## src/rtl/fir_ch_sched.sv

```systemverilog
// fir_ch_sched: two-channel round-robin feeder for a shared FIR core, tagging each sample with its source channel.
// Optional FIR_SCHED_CNT_EN adds per-channel result counters cnt0/cnt1.
module fir_ch_sched #(
  parameter int TAG_DEPTH = 16
) (
  input  logic        aclk,
  input  logic        aresetn,
  input  logic        s0_tvalid,
  output logic        s0_tready,
  input  logic [15:0] s0_tdata,
  input  logic        s1_tvalid,
  output logic        s1_tready,
  input  logic [15:0] s1_tdata,
  output logic        f_s_tvalid,
  input  logic        f_s_tready,
  output logic [15:0] f_s_tdata,
  input  logic        f_m_tvalid,
  input  logic [33:0] f_m_tdata,
  output logic        m_tvalid,
  output logic [33:0] m_tdata,
  output logic        m_tuser,
  output logic        err_underflow
`ifdef FIR_SCHED_CNT_EN
  ,
  output logic [15:0] cnt0,
  output logic [15:0] cnt1
`endif
);
  localparam int AW = $clog2(TAG_DEPTH);
  localparam int CW = AW + 1;
  typedef enum logic {IDLE, LOAD} state_t;
  state_t state_q, state_d;
  logic last_q, last_d, pend_q, pend_d;
  logic [15:0] fsd_q, fsd_d;
  logic [AW-1:0] wr_q, wr_d, rd_q, rd_d;
  logic [CW-1:0] cnt_q, cnt_d;
  logic mv_q, mv_d, mu_q, mu_d, err_q, err_d;
  logic [33:0] md_q, md_d;
  logic tag_mem_q [TAG_DEPTH];
  logic full, empty, acc, g1, take, push, pop;
  always_comb begin
    full    = cnt_q == CW'(TAG_DEPTH);
    empty   = cnt_q == '0;
    acc     = aresetn && state_q == IDLE && !full;
    g1      = s1_tvalid && (!s0_tvalid || !last_q);
    take    = acc && (g1 ? s1_tvalid : s0_tvalid);
    push    = state_q == LOAD && f_s_tready;
    pop     = f_m_tvalid && !empty;
    state_d = take ? LOAD : push ? IDLE : state_q;
    last_d  = take ? g1 : last_q;
    pend_d  = take ? g1 : pend_q;
    fsd_d   = take ? (g1 ? s1_tdata : s0_tdata) : fsd_q;
    wr_d    = wr_q + AW'(push);
    rd_d    = rd_q + AW'(pop);
    cnt_d   = cnt_q + CW'(push) - CW'(pop);
    mv_d    = f_m_tvalid;
    md_d    = f_m_tvalid ? f_m_tdata : md_q;
    mu_d    = f_m_tvalid ? (pop && tag_mem_q[rd_q]) : mu_q;
    err_d   = err_q || (f_m_tvalid && empty);
  end
  always_ff @(posedge aclk or negedge aresetn) begin
    if (!aresetn) begin
      state_q <= IDLE;
      last_q  <= 1'b1;
      pend_q  <= 1'b0;
      fsd_q   <= '0;
      wr_q    <= '0;
      rd_q    <= '0;
      cnt_q   <= '0;
      mv_q    <= 1'b0;
      md_q    <= '0;
      mu_q    <= 1'b0;
      err_q   <= 1'b0;
    end else begin
      state_q <= state_d;
      last_q  <= last_d;
      pend_q  <= pend_d;
      fsd_q   <= fsd_d;
      wr_q    <= wr_d;
      rd_q    <= rd_d;
      cnt_q   <= cnt_d;
      mv_q    <= mv_d;
      md_q    <= md_d;
      mu_q    <= mu_d;
      err_q   <= err_d;
    end
  end
  // Tag storage needs no reset: occupancy is tracked solely by the pointers and count.
  always_ff @(posedge aclk) begin
    if (push) tag_mem_q[wr_q] <= pend_q;
  end
  assign s0_tready     = acc && !g1;
  assign s1_tready     = acc && g1;
  assign f_s_tvalid    = state_q == LOAD;
  assign f_s_tdata     = fsd_q;
  assign m_tvalid      = mv_q;
  assign m_tdata       = md_q;
  assign m_tuser       = mu_q;
  assign err_underflow = err_q;
`ifdef FIR_SCHED_CNT_EN
  logic [15:0] cnt0_q, cnt0_d, cnt1_q, cnt1_d;
  always_comb begin
    cnt0_d = cnt0_q + 16'(pop && !tag_mem_q[rd_q]);
    cnt1_d = cnt1_q + 16'(pop && tag_mem_q[rd_q]);
  end
  always_ff @(posedge aclk or negedge aresetn) begin
    if (!aresetn) begin
      cnt0_q <= '0;
      cnt1_q <= '0;
    end else begin
      cnt0_q <= cnt0_d;
      cnt1_q <= cnt1_d;
    end
  end
  assign cnt0 = cnt0_q;
  assign cnt1 = cnt1_q;
`endif
endmodule

```

## config.mk

```make
export PLATFORM = sky130hd
export DESIGN_NAME = fir_ch_sched
export DESIGN_NICKNAME = d
export VERILOG_FILES = /design/src/rtl/fir_ch_sched.sv
export SDC_FILE = /design/constraint.sdc
export NUM_CORES = 1
export LEC_CHECK = 0
export ABC_CLOCK_PERIOD_IN_PS = 4870
export CAP_MARGIN = 25
export CORE_MARGIN = 8
export CORE_UTILIZATION = 33
export DETAILED_ROUTE_END_ITERATION = 12
export REMOVE_ABC_BUFFERS = 1
export SYNTH_ARGS = -nofsm -noshare
export SYNTH_HDL_FRONTEND = slang
export SYNTH_SLANG_ARGS = --single-unit
```

## constraint.sdc

```tcl
create_clock -name aclk -period 4.87 [get_ports aclk]
set_input_delay 1.461 -clock aclk [delete_from_list [all_inputs] [get_ports aclk]]
set_output_delay 1.461 -clock aclk [all_outputs]
set_load 0.02 [all_outputs]
```

==> Word level (Yosys, flattened, before mapping) <==
Memory sizes are Yosys's and may differ from the RTL's.
Index checks and enable logic that the tools add are counted.
{ "word_totals": {"ramBits": 16, "input_bits": 72, "ff_bits": 69, "n_memories": 1, "output_inout_bits": 56, "elab_cells": 43} }
{ "op_classes": {"eq_ne": 1, "n_reduce_logical": 19, "muxes": 6, "n_addsub": 4, "bitwise": 1} }
{ "mem_list": {"columns": ["name", "words", "width", "rd", "rd_ports_with_merged_regs", "wr", "line", "text"], "rows": [
  ["tag_mem_q", 16, 1, 1, 0, 1, "39", "logic tag_mem_q [TAG_DEPTH];"]
]} }
{ "op_table": {"columns": ["operator", "count"], "rows": [
  ["$mux W16", 1],
  ["$logic_and A1 B1 Y1", 10],
  ["$add A4 B1 Y4", 2],
  ["$add A5 B1 Y5", 1],
  ["$eq A5 B5 Y1 const B", 1],
  ["$logic_not A1 Y1", 5],
  ["$logic_not A5 Y1", 1],
  ["$mux W1", 5],
  ["$sub A5 B1 Y5", 1],
  ["$logic_or A1 B1 Y1", 2],
  ["$reduce_bool A2 Y1", 1],
  ["$not A1 Y1", 1]
]} }

==> Depth between registers and ports, before layout <==
{ "logic_depth": {"word_depth": 6, "mapped_depth": 13, "ltp_nobuf": 13} }

==> Least setup slack after synthesis <==
Ideal clock, no wire load.
{ "synth_timing": {"kind": "input to output", "start": "input port s1_tvalid", "end": "output port s0_tready", "n_path_buf": 2, "path_stages": 4, "slack_ps": 1126, "required_time_ps": 3409, "t_arrival_ps": 2283, "path_cell_list": "a21boi_0 > buf_2 > buf_2 > nor2_1"} }
{ "synth_between": {"elab_chain_cells": 3} }
{ "synth_lines": {"columns": ["item", "line", "text"], "rows": [
  ["start: declaration", "11", "input logic s1_tvalid,"],
  ["$logic_and A1 B1 Y1", "45", "g1 = s1_tvalid && (!s0_tvalid || !last_q);"],
  ["$logic_not A1 Y1", "92", "assign s0_tready = acc && !g1;"],
  ["$logic_and A1 B1 Y1", "92", null],
  ["end: declaration", "9", "output logic s0_tready,"]
]} }
Every way passes these cells.

==> Final worst setup path <==
{ "layout_timing": {"start": "input port s1_tvalid", "end": "output port s1_tready"} }
{ "layout_between": {"elab_chain_cells": 2} }
{ "layout_lines": {"columns": ["item", "line", "text"], "rows": [
  ["$logic_and A1 B1 Y1", "45", null],
  ["$logic_and A1 B1 Y1", "93", "assign s1_tready = acc && g1;"],
  ["end: declaration", "12", "output logic s1_tready,"]
]} }
Every way passes these cells.

==> metrics <==
Nets 478; CTS resizes 0; Register Area 2210 um2; PD cells 446 nW/um2; GR Overflow Total 0; kind of critical path primary input to primary output; mux share of post-synthesis cell area 18.8%; filler instances 973; CTS Buf Count 9; Max FO, Critical Path 3; Final Hold Viols 0; required time worst endpoint 3.41 ns; Leak Pwr 2.15 nW; syn_area_per_cell 13.5 um2; CP arrival 3.02 ns; All-Layer GR Usage 11.9%; vias in the first global route 2,642; First DRT Iteration DRCs 92; CP Capture Type primary output; Final setup viols 0; post-DP HPWL 6340 um; status complete, no violations; Yosys warnings 0; Port Buffer Count 127; Mapped Area 3560 um2; Die Footprint 14,400 um2; Synth Area in Simple Gates 7.06%; Hold Path Depth 2; Non-Filler Instances 541; via count 2,477; DRC errors left 0; skew final 0.00844 ns; # IOs 128; Reg clk slew, reported paths 0.08 ns; drt pass-1 iters 4; standard-cell rows 38; Worst Tran Pin Value 0.807 ns; dpl cells 525; Worst R2R Setup Slack 2.08 ns; post-synthesis register bit count 85; Clock Latency Late Sink 0.35 ns; post-synthesis sequential area ratio 62.0%; Hold EP err_underflow$_DFF_PN0_; Yosys top cell area share 47.8%; post-route design area 5220 um2; ranking of synthesized cells by area dfrtp_1, edfxtp_1, mux2_2; TritonCTS Sinks 85; hold_buf cts 0; Yosys top cell by area dfrtp_1; DR WL/cell 15.4 um; Slew HR 46.2%; CTS root buf clkbuf_8; Slew Limit Fails 0; synth-to-layout area growth 46.3%; area of the multi-input gates 1300 um2; Die H 120 um; Post-Route WL 8310 um; Startpoint Class primary input; CTS tree built; initial core utilization 33.3%; number of antenna cells inserted 0; largest net degree at the start of global routing 65; Syn Inst Count 263; Via density 4.58; Cell Area, Placed 5020 um2; Post-CTS Setup Inserts 0; synth unique cells 31; Final min period 4.48 ns; first-pass GRT wire length 13,500 um; Die Wd 120 um; hold_sp err_underflow$_DFF_PN0_; largest family of logic cells by synthesized area multiplexers; fraction of layout cells with a size suffix above 1 14.7%; Reg-to-Reg End cnt_q[4]$_DFF_PN0_; Crit Reg-Reg Startpoint cnt_q[3]$_DFF_PN0_; gp weighted congestion 0.760; htree depth 3; worst vdd ir 0.000195 V; Tcrit/Tclk final 92.0%; Core Area 10,700 um2; initial antenna violation count 0; Critical path origin s1_tvalid; setup tns final 0 ns; worst reg2reg path depth 13; Adder-Cell Fraction of Synth Area 3.72%; Max-Cap Viols 0; Max Root-Sink Buffers 2; post-synthesis xor/xnor area fraction 1.97%; Power, Total 2.33 mW; final core area utilization 48.7%; Max Clk Rate 223 MHz; Final ANT Viol Nets 0; RSZ-0062 raised after global routing no; Synth Area in Compound Gates 4.53%; HP Class flop to flop
## cells by family (layout without fill, tap and decap cells)
family,Yosys count,count (layout)
adders and majority gates,10,10
DFF,85,85
and+or+nand+nor,58,58
AOI/OAI and AO/OA,28,28
muxes,56,56
buffers and inverters,18,156
xor gates and xnor gates,8,8
## final cells by class
| class | count | area share, % |
|---|---|---|
| Clock inverter | 5 | 0.768 |
| Tap cell | 140 | 3.36 |
| Timing Repair Buffer | 131 | 25.0 |
| Sequential cell | 85 | 42.3 |
| Clock buffer | 11 | 2.93 |
| Inverter | 9 | 0.648 |
| Multi-Input combinational cell | 160 | 25.0 |
## worst max-delay path: stages
cell and delay, ns:
clkdlybuf4s50_1 0.47, a21boi_2 0.19, inv_1 0.06, nor2_1 0.19
clkdlybuf4s50_1 0.65
## cell usage after synthesis
cell,instances
mux2_2,35
and3_1,1
or3b_1,1
a21o_1,4
fa_1,1
clkbuf_1,5
o31ai_1,1
o21ai_0,2
buf_1,2
a211oi_1,1
nor3_1,5
a211o_1,1
ha_1,9
or2_2,1
a21oi_1,18
a21boi_0,1
mux4_1,4
inv_1,9
nand2b_1,3
buf_2,2
nor3b_1,1
dfstp_2,1
mux2i_1,17
dfrtp_1,68
xnor2_1,4
nor2_1,35
edfxtp_1,16
xor2_1,4
or3_1,1
nand2_1,7
nand3_1,3
## per-layer routing
layer,GRT usage [%],part of all wire [%]
met1,14.1,43
met2,18.5,45
met3,4.74,9.0
met4,5.85,2.3
met5,0,0
## where the power goes
group	switching [mW]	internal (mW)
clock	0.256	0.222
sequential	0.147	0.905
combinational	0.379	0.418
## layout by cell type (no fill, tap or decap), drive strengths merged, types with 2 or more instances in the layout
master / Yosys / final
dfrtp: 68 / 68
clkbuf: 5 / 11
nor2: 35 / 35
mux4: 4 / 4
o21ai: 2 / 2
xor2: 4 / 4
buf: 4 / 5
clkdlybuf4s50: 0 / 126
xnor2: 4 / 4
nand2b: 3 / 3
inv: 9 / 12
mux2i: 17 / 17
a21oi: 18 / 18
nand3: 3 / 3
mux2: 35 / 35
a21o: 4 / 4
nor3: 5 / 5
nand2: 7 / 7
edfxtp: 16 / 16
ha: 9 / 9
## state kept, by name, indices dropped and copies added, names as in the netlist, 4 cells and up
| signal | cells |
|---|---|
| rd_q | 4 |
| m_tdata | 34 |
| tag_mem_q | 16 |
| wr_q | 4 |
| f_s_tdata | 16 |
| cnt_q | 5 |
## how the worst max path moves through the flow
stage,slack (ns),depth (start not counted),end
after global routing,0.29,5,s1_tready
after CTS,0.36,5,s1_tready
after detailed placement,0.37,5,s1_tready
after floorplan,-0.40,3,s1_tready
after global placement,0.43,5,s1_tready
final,0.39,5,s1_tready
## through the flow
| step | hold slack, ns | worst slack, ns |
|---|---|---|
| CTS | 0.502 | 0.362 |
| detailed placement | 0.472 | 0.371 |
| global route | 0.516 | 0.291 |
| global placement | 0.480 | 0.428 |
| finish | 0.485 | 0.388 |
| floorplan | 0.460 | -0.400 |
(Power assumes the default switching activity.)
